**src/rtl/muldiv_pkg.sv**
```systemverilog
// Shared types and op-decode helpers for the iterative RV32M multiply/divide unit.
package muldiv_pkg;

  typedef enum logic [2:0] {
    OP_MUL    = 3'b000,
    OP_MULH   = 3'b001,
    OP_MULHSU = 3'b010,
    OP_MULHU  = 3'b011,
    OP_DIV    = 3'b100,
    OP_DIVU   = 3'b101,
    OP_REM    = 3'b110,
    OP_REMU   = 3'b111
  } muldiv_op_e;

  typedef enum logic [1:0] {
    ST_IDLE = 2'b00,
    ST_CALC = 2'b01,
    ST_FIX  = 2'b10,
    ST_DONE = 2'b11
  } muldiv_state_e;

  function automatic logic is_div(input muldiv_op_e op);
    return op[2];
  endfunction

  function automatic logic is_signed_a(input muldiv_op_e op);
    return op inside {OP_MULH, OP_MULHSU, OP_DIV, OP_REM};
  endfunction

  function automatic logic is_signed_b(input muldiv_op_e op);
    return op inside {OP_MULH, OP_DIV, OP_REM};
  endfunction

  function automatic logic wants_high(input muldiv_op_e op);
    return op inside {OP_MULH, OP_MULHSU, OP_MULHU};
  endfunction

  function automatic logic is_rem(input muldiv_op_e op);
    return op inside {OP_REM, OP_REMU};
  endfunction

endpackage

```
**src/rtl/muldiv_operand_prep.sv**
```systemverilog
// Combinational operand conditioning: magnitudes, result sign flags and the
// divide special-case detection, evaluated on the raw request operands.
module muldiv_operand_prep
  import muldiv_pkg::*;
#(
  parameter int XLEN = 32
) (
  input  logic [XLEN-1:0] a,
  input  logic [XLEN-1:0] b,
  input  muldiv_op_e      op,
  output logic [XLEN-1:0] abs_a,
  output logic [XLEN-1:0] abs_b,
  output logic            neg_result,
  output logic            neg_rem,
  output logic            div_by_zero,
  output logic            overflow
);

  localparam logic [XLEN-1:0] MIN_INT = {1'b1, {(XLEN-1){1'b0}}};

  logic a_neg_s;
  logic b_neg_s;

  // Sign extraction and magnitude conversion; MIN_INT maps onto itself as an unsigned magnitude.
  always_comb begin
    a_neg_s     = is_signed_a(op) & a[XLEN-1];
    b_neg_s     = is_signed_b(op) & b[XLEN-1];
    abs_a       = a_neg_s ? -a : a;
    abs_b       = b_neg_s ? -b : b;
    neg_result  = a_neg_s ^ b_neg_s;
    neg_rem     = a_neg_s;
    div_by_zero = is_div(op) && (b == {XLEN{1'b0}});
    overflow    = ((op == OP_DIV) || (op == OP_REM)) && (a == MIN_INT) && (b == {XLEN{1'b1}});
  end

endmodule

```
**src/rtl/muldiv_iter.sv**
```systemverilog
// Iterative radix-2 RV32M multiply/divide unit with valid/ready on both sides.
// Optional macro MULDIV_EARLY_OUT_EN: multiplies finish as soon as the remaining multiplier bits are zero.
module muldiv_iter
  import muldiv_pkg::*;
#(
  parameter int XLEN = 32
) (
  input  logic            clk,
  input  logic            rst_n,
  input  logic            in_valid,
  output logic            in_ready,
  input  logic [2:0]      op,
  input  logic [XLEN-1:0] a,
  input  logic [XLEN-1:0] b,
  input  logic            flush,
  output logic            out_valid,
  input  logic            out_ready,
  output logic [XLEN-1:0] result,
  output logic            busy
);

  localparam int CNT_W = $clog2(XLEN);
  localparam logic [XLEN-1:0] MIN_INT = {1'b1, {(XLEN-1){1'b0}}};

  muldiv_state_e     state_q, state_d;
  logic [CNT_W-1:0]  cnt_q, cnt_d;
  logic [2*XLEN-1:0] acc_q, acc_d;
  logic [XLEN:0]     rem_q, rem_d;
  logic [XLEN-1:0]   mcand_q, mcand_d;
  muldiv_op_e        op_q, op_d;
  logic              neg_res_q, neg_res_d;
  logic              neg_rem_q, neg_rem_d;
  logic [XLEN-1:0]   result_q, result_d;
  logic              out_valid_q, out_valid_d;
  logic              in_ready_q, in_ready_d;
  logic              busy_q, busy_d;

  muldiv_op_e        op_in_s;
  logic [XLEN-1:0]   abs_a_s, abs_b_s;
  logic              neg_result_s, neg_rem_s, div_by_zero_s, overflow_s;

  logic [XLEN:0]     mul_add_s;
  logic [2*XLEN-1:0] mul_step_s, mul_next_s;
  logic              mul_early_s;
  logic [XLEN+1:0]   rem_sh_s, diff_s;
  logic              qbit_s;
  logic [XLEN:0]     div_rem_s;
  logic [2*XLEN-1:0] div_acc_s;
  logic [2*XLEN-1:0] prod_s;
  logic [XLEN-1:0]   quot_s, remv_s, fix_res_s;
`ifdef MULDIV_EARLY_OUT_EN
  logic [XLEN-1:0]   rest_mask_s;
`endif

  assign op_in_s = muldiv_op_e'(op);

  muldiv_operand_prep #(.XLEN(XLEN)) u_prep (
    .a           (a),
    .b           (b),
    .op          (op_in_s),
    .abs_a       (abs_a_s),
    .abs_b       (abs_b_s),
    .neg_result  (neg_result_s),
    .neg_rem     (neg_rem_s),
    .div_by_zero (div_by_zero_s),
    .overflow    (overflow_s)
  );

  // One datapath step: shift-add multiply, restoring divide, and final sign fix-up.
  always_comb begin
    // Multiply keeps {high product, unprocessed multiplier} in acc; carry rides into the top bit.
    mul_add_s  = acc_q[0] ? ({1'b0, acc_q[2*XLEN-1:XLEN]} + {1'b0, mcand_q})
                          : {1'b0, acc_q[2*XLEN-1:XLEN]};
    mul_step_s = {mul_add_s, acc_q[XLEN-1:1]};
`ifdef MULDIV_EARLY_OUT_EN
    rest_mask_s = ~({XLEN{1'b1}} << cnt_q);
    mul_early_s = ((mul_step_s[XLEN-1:0] & rest_mask_s) == {XLEN{1'b0}});
    mul_next_s  = mul_early_s ? (mul_step_s >> cnt_q) : mul_step_s;
`else
    mul_early_s = 1'b0;
    mul_next_s  = mul_step_s;
`endif
    // Remainder stays below the divisor, so the borrow bit of diff is a clean compare.
    rem_sh_s  = {rem_q, acc_q[XLEN-1]};
    diff_s    = rem_sh_s - {2'b00, mcand_q};
    qbit_s    = ~diff_s[XLEN+1];
    div_rem_s = qbit_s ? diff_s[XLEN:0] : rem_sh_s[XLEN:0];
    div_acc_s = {acc_q[2*XLEN-1:XLEN], acc_q[XLEN-2:0], qbit_s};

    prod_s = neg_res_q ? -acc_q : acc_q;
    quot_s = neg_res_q ? -acc_q[XLEN-1:0] : acc_q[XLEN-1:0];
    remv_s = neg_rem_q ? -rem_q[XLEN-1:0] : rem_q[XLEN-1:0];
    if (is_div(op_q)) begin
      fix_res_s = is_rem(op_q) ? remv_s : quot_s;
    end else begin
      fix_res_s = wants_high(op_q) ? prod_s[2*XLEN-1:XLEN] : prod_s[XLEN-1:0];
    end
  end

  // Next-state and output decode for the IDLE/CALC/FIX/DONE sequence.
  always_comb begin
    state_d     = state_q;
    cnt_d       = cnt_q;
    acc_d       = acc_q;
    rem_d       = rem_q;
    mcand_d     = mcand_q;
    op_d        = op_q;
    neg_res_d   = neg_res_q;
    neg_rem_d   = neg_rem_q;
    result_d    = result_q;
    out_valid_d = out_valid_q;
    if (flush) begin
      state_d     = ST_IDLE;
      out_valid_d = 1'b0;
    end else begin
      case (state_q)
        ST_IDLE: begin
          if (in_valid) begin
            op_d      = op_in_s;
            neg_res_d = neg_result_s;
            neg_rem_d = neg_rem_s;
            cnt_d     = CNT_W'(XLEN-1);
            rem_d     = {(XLEN+1){1'b0}};
            if (is_div(op_in_s)) begin
              acc_d   = {{XLEN{1'b0}}, abs_a_s};
              mcand_d = abs_b_s;
            end else begin
              acc_d   = {{XLEN{1'b0}}, abs_b_s};
              mcand_d = abs_a_s;
            end
            if (div_by_zero_s) begin
              state_d     = ST_DONE;
              out_valid_d = 1'b1;
              result_d    = is_rem(op_in_s) ? a : {XLEN{1'b1}};
            end else if (overflow_s) begin
              state_d     = ST_DONE;
              out_valid_d = 1'b1;
              result_d    = is_rem(op_in_s) ? {XLEN{1'b0}} : MIN_INT;
            end else begin
              state_d = ST_CALC;
            end
          end else begin
            state_d = ST_IDLE;
          end
        end
        ST_CALC: begin
          cnt_d = cnt_q - CNT_W'(1);
          if (is_div(op_q)) begin
            acc_d = div_acc_s;
            rem_d = div_rem_s;
          end else begin
            acc_d = mul_next_s;
          end
          if ((cnt_q == {CNT_W{1'b0}}) || (!is_div(op_q) && mul_early_s)) begin
            state_d = ST_FIX;
          end else begin
            state_d = ST_CALC;
          end
        end
        ST_FIX: begin
          result_d    = fix_res_s;
          out_valid_d = 1'b1;
          state_d     = ST_DONE;
        end
        ST_DONE: begin
          if (out_ready) begin
            state_d     = ST_IDLE;
            out_valid_d = 1'b0;
          end else begin
            state_d = ST_DONE;
          end
        end
        default: begin
          state_d     = ST_IDLE;
          out_valid_d = 1'b0;
        end
      endcase
    end
    in_ready_d = (state_d == ST_IDLE);
    busy_d     = (state_d != ST_IDLE);
  end

  // State, datapath and registered handshake outputs.
  always_ff @(posedge clk or negedge rst_n) begin
    if (!rst_n) begin
      state_q     <= ST_IDLE;
      cnt_q       <= {CNT_W{1'b0}};
      acc_q       <= {(2*XLEN){1'b0}};
      rem_q       <= {(XLEN+1){1'b0}};
      mcand_q     <= {XLEN{1'b0}};
      op_q        <= OP_MUL;
      neg_res_q   <= 1'b0;
      neg_rem_q   <= 1'b0;
      result_q    <= {XLEN{1'b0}};
      out_valid_q <= 1'b0;
      in_ready_q  <= 1'b1;
      busy_q      <= 1'b0;
    end else begin
      state_q     <= state_d;
      cnt_q       <= cnt_d;
      acc_q       <= acc_d;
      rem_q       <= rem_d;
      mcand_q     <= mcand_d;
      op_q        <= op_d;
      neg_res_q   <= neg_res_d;
      neg_rem_q   <= neg_rem_d;
      result_q    <= result_d;
      out_valid_q <= out_valid_d;
      in_ready_q  <= in_ready_d;
      busy_q      <= busy_d;
    end
  end

  assign in_ready  = in_ready_q;
  assign out_valid = out_valid_q;
  assign result    = result_q;
  assign busy      = busy_q;

endmodule
```
**config.mk**
```make
export PLATFORM = sky130hd
export DESIGN_NAME = muldiv_iter
export DESIGN_NICKNAME = d
export VERILOG_FILES = /design/src/rtl/muldiv_pkg.sv /design/src/rtl/muldiv_operand_prep.sv /design/src/rtl/muldiv_iter.sv
export SDC_FILE = /design/constraint.sdc
export NUM_CORES = 1
export LEC_CHECK = 0
export ABC_AREA = 1
export BUFFER_PORTS_ARGS = -buffer_cell sky130_fd_sc_hd__buf_2
export CAP_MARGIN = 0
export CORE_MARGIN = 4
export CORE_UTILIZATION = 30
export CTS_CLUSTER_SIZE = 40
export DETAILED_ROUTE_END_ITERATION = 12
export PLACE_DENSITY = 0.48
export SYNTH_ARGS = -nofsm -noshare
export SYNTH_HDL_FRONTEND = slang
export SYNTH_SLANG_ARGS = --single-unit
```
**constraint.sdc**
```tcl
create_clock -name clk -period 5.6 [get_ports clk]
set_input_delay 0.28 -clock clk [delete_from_list [all_inputs] [get_ports clk]]
set_output_delay 0.28 -clock clk [all_outputs]
set_load 0.005 [all_outputs]
```
Word-level counts from Yosys, hierarchy flattened

Cells that the tools add are included.

Flip-flop bits (word level): 176
Bits of input ports: 72
Output and inout port bits: 35
Logic and storage cells: 110

Add/sub/neg operators: 8
Equality and inequality tests: 22
Muxes and demuxes: 39
Bitwise gates (word level): 5
Reductions and logical operators: 23

Operators by type and width:

| cell                                                 | number |
|---|---|
| 2-to-1 mux 32 bit                                    | 14 |
| 2-to-1 mux 64 bit                                    | 3 |
| 2-to-1 mux 33 bit                                    | 4 |
| negation 32 bit                                      | 4 |
| one-hot mux 64 bit (2 select lines)                  | 1 |
| one-hot mux 33 bit (2 select lines)                  | 1 |
| equality test 32 bit (second input constant)         | 2 |
| negation 64 bit                                      | 1 |
| one-hot mux 32 bit (2 select lines)                  | 1 |
| subtractor 34 x 32 -> 34 bit                         | 1 |
| adder 32 x 32 -> 33 bit                              | 1 |
| logical NOT 32 bit                                   | 1 |
| AND reduction 4 bit                                  | 4 |
| equality test 3 bit (second input constant)          | 5 |
| 2-to-1 mux 2 bit                                     | 6 |
| one-hot mux 5 bit (2 select lines)                   | 1 |
| nonzero test 2 bit                                   | 5 |
| equality test 3 x 2 -> 1 bit (second input constant) | 3 |
| != test 3 bit (second input constant)                | 3 |
| one-hot mux 2 bit (4 select lines)                   | 1 |
| nonzero test 4 bit                                   | 2 |
| equality test 3 x 1 -> 1 bit (second input constant) | 2 |
| != test 2 bit (second input constant)                | 3 |
| AND reduction 3 bit                                  | 2 |
| 15 further kinds                                     | 26 |

Depth between registers and ports, before layout

Gate-level depths: netlist of run 1.

Word-level depth: 10
Depth in mapped cells: 19
Mapped depth without buffers: 18

Cells and area by module

A second synthesis of run 1 with hierarchy kept.

Cell total of the unflattened synthesis: 3342
Area total of the unflattened synthesis: 19402.4 µm²

By module, submodules not included:

| module              | times used | cells an instance | area an instance (µm²) | sequential area each (µm²) |
|---|---|---|---|---|
| muldiv_iter         | 1          | 2874              | 17200.2                | 4405.5 |
| muldiv_operand_prep | 1          | 468               | 2202.1                 | 0.0 |

Worst setup path before layout of run 1

No wires, ideal clock.

Path type: register to register
Start point: reg acc_q[0]
End point: reg result_q[20] (netlist: result[20])
Library setup time: 77 ps
Arrival: 2490 ps
Required time: 5523 ps
Path slack: 3032 ps
Stages on the path, launching flop included: 18
Path buffers: 3
Clock period less this slack: 2568 ps
Cell sequence: dfrtp_1 > clkbuf_1 > inv_2 > clkbuf_1 > clkbuf_1 > ha_1 > inv_1 > nor3_1 > nand2_1 > nor2_1 > nand2_1 > o21ai_0 > nand2_1 > nand2_1 > nand3_1 > nand2_1 > nand2_1 > a21oi_1

Word-level cells in the longest chain between the ends: 5
Elaborated cells on any way between the ends: 8

RTL lines:

| item                                                          | line                                 | source |
|---|---|---|
| from (decl)                                                   | muldiv_iter.sv:27                    | `logic [2*XLEN-1:0] acc_q, acc_d;` |
| from (signal assigned)                                        | muldiv_iter.sv:188                   | `acc_q <= {(2*XLEN){1'b0}};` |
| negation 64 bit / negation 32 bit (equally long branches)     | muldiv_iter.sv:90, muldiv_iter.sv:91 |  |
| 2-to-1 mux 64 bit / 2-to-1 mux 32 bit (equally long branches) | muldiv_iter.sv:90, muldiv_iter.sv:91 |  |
| 2-to-1 mux 32 bit (on tied branches)                          | muldiv_iter.sv:96, muldiv_iter.sv:94 |  |
| 2-to-1 mux 32 bit (*)                                         | muldiv_iter.sv:93                    | `if (is_div(op_q)) begin` |
| one-hot mux 32 bit (2 select lines) (*)                       | muldiv_iter.sv:116                   | `case (state_q)` |
| to (signal assigned)                                          | muldiv_iter.sv:194                   | `result_q <= {XLEN{1'b0}};` |
| to (signal assigned)                                          | muldiv_iter.sv:207                   | `result_q <= result_d;` |
| to (decl)                                                     | muldiv_iter.sv:33                    | `logic [XLEN-1:0] result_q, result_d;` |

Mark *: on every way between the ends. The rest lies on a longest branch, timed or not.
A chain may end at the register's enable or synchronous reset.

Worst setup path in the final report of run 1

Start point: reg acc_q[32]
End point: reg acc_q[59]

Word-level cells in the longest chain between the ends: 4

RTL lines:

| item                                | line               | source |
|---|---|---|
| adder 32 x 32 -> 33 bit             | muldiv_iter.sv:72  | `mul_add_s = acc_q[0] ? ({1'b0, acc_q[2*XLEN-1:XLEN]} + {1'b0, mcand_q})` |
| 2-to-1 mux 33 bit                   | muldiv_iter.sv:72  |  |
| 2-to-1 mux 64 bit                   | muldiv_iter.sv:148 | `if (is_div(op_q)) begin` |
| one-hot mux 64 bit (2 select lines) | muldiv_iter.sv:116 |  |

Every way passes these cells. The select of a mux whose other input is x is not followed.

==> impl_metrics.py, run 1 <==
metrics = {
    "clock_network": {
        "post_cts_resized": 0,
        "cts_sinks": 176,
        "cts_tree": "done",
        "post_cts_buffers": 0,
        "cts_root_buf": "clkbuf_16",
        "clkSlewWorstSetupHoldPaths_ns": 0.08,
        "cts.path.max_buffers": 2,
        "htree_levels": 4,
        "insertion_delay_ns": 0.49,
        "cts_made_buffers": 17,
    },
    "synth": {
        "synth.ff_latch_count": 176,
        "seq_area_frac_synth_pct": 23.2,
        "synth_cell_types": 53,
        "synth.largest_area_cell": "dfrtp_1",
        "syn_area_um2": 19000,
        "synth_top_area_share_pct": 23.1,
        "synth_edf_count": 0,
        "synthCells": 3221,
        "ys.warnings.count": 0,
        "synthFlopType": "dfrtp_1",
        "yosys-top-cells-area": "dfrtp_1 (23%), nand2_1 (19%), nor2_1 (9.7%)",
        "synthArstFlopShare_pct": 100,
        "synthesis.nets": 3365,
        "syn_avg_cell_area_um2": 5.89,
    },
    "sta": {
        "setup_viol": 0,
        "timing.final.crit_share_pct": 56.9,
        "setup-tns-final_ns": 0,
        "timing.fmax_mhz": 314,
        "tightestPinTransition_ns": 1.17,
        "slew_headroom_pct": 21.7,
        "whs_ns": 0.0523,
        "rsz0062_at_grt": "no",
        "min_period_ns": 3.18,
        "hold_viol": 0,
        "finClkSkew_ns": 0.0167,
        "final-max-slew-violation-count": 0,
    },
    "drt": {
        "first_iter_violations": 2453,
        "routed_wl_mm": 89.7,
        "detail_route.wl_per_cell_um": 21.8,
        "drc": 0,
        "drtAntennaViolNets": 0,
        "viasPerCell": 5.35,
        "drtPass1Iterations": 10,
        "vias": 22000,
    },
    "placed_design": {
        "gp_congestion": 0.999,
        "dp_cells": 4082,
        "numPortBuffers": 106,
        "dp_hpwl_mm": 73.8,
    },
    "power": {
        "total_power_mw": 6.46,
        "p_leak_nw": 10.6,
        "powerDensity_nw_per_um2": 310,
        "vdd.ir_drop.worst_v": 0.000262,
    },
    "flow_run": {
        "maxCapViolCount": 0,
    },
    "global_route": {
        "grt_pass1_vias": 20600,
        "antenna_found_initial": 1,
        "grt_pass1_wl_mm": 132,
        "gr-usage-all-layers_pct": 26.0,
        "grt_max_degree": 126,
        "grt-ovfl-total": 0,
    },
    "setup_path": {
        "worstPathMaxFanout": 6,
        "path_class": "reg2reg",
        "r2r_end": "acc_q[59]",
        "r2r_start": "acc_q[32]",
        "crit_path_end_kind": "flop",
        "r2r_slack_ns": 2.42,
        "critPathArrivalTime_ns": 3.57,
        "rr_worst_depth": 13,
        "critPathLaunchType": "flop",
        "crit_required_ns": 5.98,
    },
    "die": {
        "fp.dieArea_um2": 67300,
        "initial_core_util_pct": 30.5,
        "rows": 91,
        "core_area_um2": 62200,
        "die_h_um": 259,
        "io_pins": 107,
        "die_w_um": 259,
    },
    "cells_and_area": {
        "finalNetCount": 3409,
        "instances_no_fill": 4116,
        "drive_gt1_share_pct": 7.02,
        "area_growth_pct": 9.96,
    },
    "status": {
        "status": "finished clean",
    },
    "hold_path": {
        "min_path_cells": 2,
        "holdCritStartpoint": "flush",
        "hp-class": "in2reg",
        "whs_endpoint": "out_valid",
    },
}
[synthesized netlist by cell type, drive strengths merged, types with 4 or more instances]
| cell type | number |
|---|---|
| nand2 | 977 |
| nor2 | 504 |
| inv | 355 |
| nand3 | 296 |
| o21ai | 190 |
| a21oi | 187 |
| dfrtp | 175 |
| ha | 70 |
| clkbuf | 52 |
| xor2 | 49 |
| buf | 48 |
| nand4 | 48 |
| nor3 | 45 |
| o211ai | 41 |
| a221oi | 31 |
| xnor2 | 28 |
| a22oi | 23 |
| nand3b | 15 |
| o221ai | 14 |
| o21bai | 13 |
| a21o | 10 |
| o21a | 10 |
| or2 | 9 |
| a21boi | 5 |
| nor4 | 5 |
| a31oi | 4 |
| o22ai | 4 |
[cell families after synthesis]
kind of cell / Yosys count / synth area share [%]
adders and majority gates: 72 / 4.83
buffers and inverters: 457 / 9.71
xor gates and xnor gates: 77 / 3.56
and+or+nand+nor: 1900 / 41.8
AOI/OAI and AO/OA: 539 / 16.8
DFF: 176 / 23.2
[registers in the layout (all words and copies together) (netlist names)]
name and count:
op_q 3, cnt_q 5, in_ready 1, busy 1
neg_res_q 1, neg_rem_q 1, acc_q 64, out_valid 1
state_q 2, mcand_q 32, result 32, rem_q 33
[power breakdown]
part | switching [mW] | total [mW] | internal, mW | leakage (nW)
sequential | 0.474 | 1.99 | 1.52 | 2.21
combinational | 2.21 | 3.17 | 0.954 | 8.08
clock | 0.658 | 1.30 | 0.646 | 0.304
[worst max-delay path by stage]
stage               cells after the start  slack (ns)          to       from
floorplan                              17        3.03  result[20]   acc_q[0]
detailed placement                     10        2.43   acc_q[22]      op[2]
global placement                       10        2.43   acc_q[25]      op[2]
finish                                 13        2.42   acc_q[59]  acc_q[32]
CTS                                    10        2.46   acc_q[60]  acc_q[34]
global route                           15        2.18  result[20]   acc_q[0]
[worst max-delay path: stages (launching register included)]
cell and delay (ns):
dfrtp_1 0.57, ha_1 0.22, inv_1 0.06, fa_1 0.39, inv_1 0.09, nand3_1 0.06
nand2_1 0.18, a21oi_1 0.18, o21ai_0 0.60, nand3_1 0.30, nand3_1 0.15, nand2_1 0.06
o21ai_1 0.14, nand2_1 0.06
[what timing repair did]
item	in CTS	in global routing
endpoints found under the setup margin	0	0
hold endpoints to repair	51	0
hold buffers	1	0
[cells in the final DEF, fill, tap and decap left out, types with 13 or more instances in the layout]
master	n
a21oi_1	179
a221oi_1	31
a22oi_1	23
buf_2	105
buf_4	17
clkbuf_16	17
dfrtp_1	174
ha_1	70
inv_1	342
inv_2	13
nand2_1	964
nand2_2	13
nand3_1	293
nand3b_1	15
nand4_1	45
nor2_1	487
nor2_2	13
nor3_1	42
o211ai_1	40
o21ai_0	180
o21bai_1	13
o221ai_1	14
xnor2_1	28
xor2_1	49
[metrics by stage]
stage	worst slack (ns)	utilization (%)	instance area [µm²]
3_5_place_dp	2.43	32.5	20200
6_report	2.42	33.5	20900
4_1_cts	2.46	33.5	20800
3_3_place_gp	2.43	32.5	20200
5_1_grt	2.18	33.5	20900
2_1_floorplan	3.03	-	19000
[metal layers]
layer / vias to the layer above / track usage [%] / wire length [µm]
met5: - / 0 / 0
met2: 848 / 39.1 / 38400
met1: 10400 / 37.3 / 41100
li1: 10700 / - / -
met3: 131 / 3.16 / 5850
met4: 0 / 11.5 / 4320
[final cells by class]
type,instances,area (µm²)
clock buffers,17,425
multi-input cells,2588,12700
clock inverters,15,196
diodes,1,2.50
repair buffers,125,697
inverters,357,1350
flip-flops and latches,176,4410
fillers,7246,41300
well taps,837,1050
(Power assumes the default switching activity.)
==> run 2: changes to the inputs <==
- PLACE_DENSITY: 0.48 -> 0.5
- clock period: 5.6 -> 2.7 ns (I/O delays scaled with it)
==> impl_metrics.py, run 2 (same netlist as run 1, synthesis figures left out) <==
metrics = {
    "status": {
        "status": "finished clean",
    },
    "sta": {
        "hold_viol": 0,
        "slew_headroom_pct": 22.0,
        "tightestPinTransition_ns": 1.16,
        "setup-tns-final_ns": 0,
        "rsz0062_at_grt": "yes",
        "setup_viol": 0,
        "timing.fmax_mhz": 395,
        "timing.final.crit_share_pct": 93.8,
        "min_period_ns": 2.53,
        "finClkSkew_ns": 0.0261,
        "whs_ns": 0.0770,
        "worst_slack_ns": 0.168,
        "final-max-slew-violation-count": 0,
    },
    "hold_path": {
        "hp-class": "in2reg",
        "whs_endpoint": "mcand_q[29]",
        "min_path_cells": 5,
        "holdCritStartpoint": "a[29]",
    },
    "cells_and_area": {
        "fin_area_um2": 21800,
        "utilization_pct": 35.1,
        "ff_latch_area_um2": 4420,
        "top_register": "acc_q",
        "area_growth_pct": 15.0,
        "reg_top3": "acc_q x64, rem_q x33",
        "instances_no_fill": 4229,
        "multi_input_area_um2": 12800,
        "drive_gt1_share_pct": 10.6,
        "diodes": 0,
        "final_common_cell": "nand2_1",
        "finalNetCount": 3523,
        "final_cell_mix": "nand2_1 (964), nor2_1 (487), inv_1 (342)",
        "fillers": 7044,
        "largest_register_ffs": 64,
    },
    "die": {
        "io_pins": 107,
        "initial_core_util_pct": 30.5,
        "fp.dieArea_um2": 67300,
        "rows": 91,
        "die_h_um": 259,
        "core_area_um2": 62200,
        "die_w_um": 259,
    },
    "power": {
        "combPwrFrac_pct": 52.8,
        "total_power_mw": 13.8,
        "p_leak_nw": 11.2,
        "clockPowerShare_pct": 18.6,
        "p_seq_share_pct": 28.6,
        "powerDensity_nw_per_um2": 631,
        "internal_power_mw": 6.70,
        "p_sw_share_pct": 51.3,
        "switchingPower_mw": 7.05,
        "vdd.ir_drop.worst_v": 0.000569,
    },
    "global_route": {
        "met2_usage_pct": 39.9,
        "gr-usage-all-layers_pct": 26.5,
        "grt_max_degree": 69,
        "grt_use_met1_pct": 37.0,
        "antenna_found_initial": 4,
        "met3_usage_pct": 4.18,
        "grt_pass1_vias": 20900,
        "grt_pass1_wl_mm": 134,
        "grt-ovfl-total": 0,
        "grt-busiest-layer": "met2",
    },
    "setup_path": {
        "r2r_slack_ns": 0.17,
        "slowest_delay_ns": 0.47,
        "crit_path_frequent_cell": "nand2_1",
        "critPathArrivalTime_ns": 2.91,
        "r2r_end": "rem_q[12]",
        "r2r_start": "acc_q[31]",
        "rr_worst_depth": 14,
        "worstPathMaxFanout": 3,
        "cp_cell_sequence": "inv_1, ha_1, inv_1, fa_1, nand3_1, nand2_1, nand4_1, nand2_1, nand2_1, nand3_1, xnor2_1, nand2_1, nand3_1, nand2_1",
        "critPathLaunchType": "flop",
        "cp.depth": 14,
        "crit_path_end_kind": "flop",
        "path_class": "reg2reg",
        "slowest_stage": "dfrtp_1",
        "crit_required_ns": 3.08,
        "worstSetupStartpoint": "acc_q[31]",
        "crit_family": "simple AND/OR/NAND/NOR gates",
        "cp_num_buf_inv": 2,
    },
    "drt": {
        "routed_wl_mm": 91.3,
        "viasPerCell": 5.26,
        "drtAntennaViolNets": 0,
        "drc": 0,
        "detail_route.wl_per_cell_um": 21.6,
        "first_iter_violations": 2350,
        "vias": 22300,
        "drtPass1Iterations": 6,
    },
    "flow_run": {
        "maxCapViolCount": 0,
    },
    "clock_network": {
        "cts_made_buffers": 17,
        "clkSlewWorstSetupHoldPaths_ns": 0.10,
        "insertion_delay_ns": 0.50,
        "cts_sinks": 176,
        "cts.path.max_buffers": 2,
        "htree_levels": 4,
        "cts_tree": "done",
        "cts_root_buf": "clkbuf_16",
    },
    "placed_design": {
        "dp_cells": 4191,
        "dp_slack_ns": 0.111,
        "gp_congestion": 0.999,
        "numPortBuffers": 106,
        "dp_hpwl_mm": 76.2,
        "place_area_um2": 21100,
    },
}
run 2: final cells by class:
cell class | instances | area share, %
clock inverters | 15 | 0.683
repair buffers | 239 | 7.53
clock buffers | 17 | 1.95
well taps | 837 | 4.80
flip-flops and latches | 176 | 20.3
multi-input cells | 2588 | 58.6
inverters | 357 | 6.17
run 2: routing by layer:
metal,vias up,part of all wire [%]
met5,-,0
met4,0,5.4
li1,10900,-
met1,10400,45
met2,832,43
met3,135,6.9
run 2: power by group through the flow:
stage | Sequential, mW | Combinational, mW | Clock, mW
final | 3.93 | 7.27 | 2.56
after global routing | 3.98 | 7.98 | 2.70
after global placement | 3.92 | 7.16 | 0
after CTS | 3.88 | 7.14 | 2.60
after floorplan | 3.61 | 4.32 | 0
after detailed placement | 3.93 | 7.10 | 0
run 2: worst max path at each step:
stage,endpoint,slack [ns]
floorplan,result[20],0.13
global placement,result[22],0.15
detailed placement,result[22],0.11
CTS,result[22],0.10
global route,rem_q[13],-0.006
finish,rem_q[12],0.17
run 2: tightest hold or removal path: stages:
cell,delay [ns]
buf_2,0.12
nand3_1,0.10
nand2_1,0.08
nand2_1,0.04
o221ai_1,0.06
run 2: timing repair:
action / CTS / global route
gates resized for setup: 0 / 25
setup endpoints to repair: 0 / 48
buffers inserted: 0 / 0
hold buffers: 5 / 0
endpoints found under the hold margin: 65 / 0
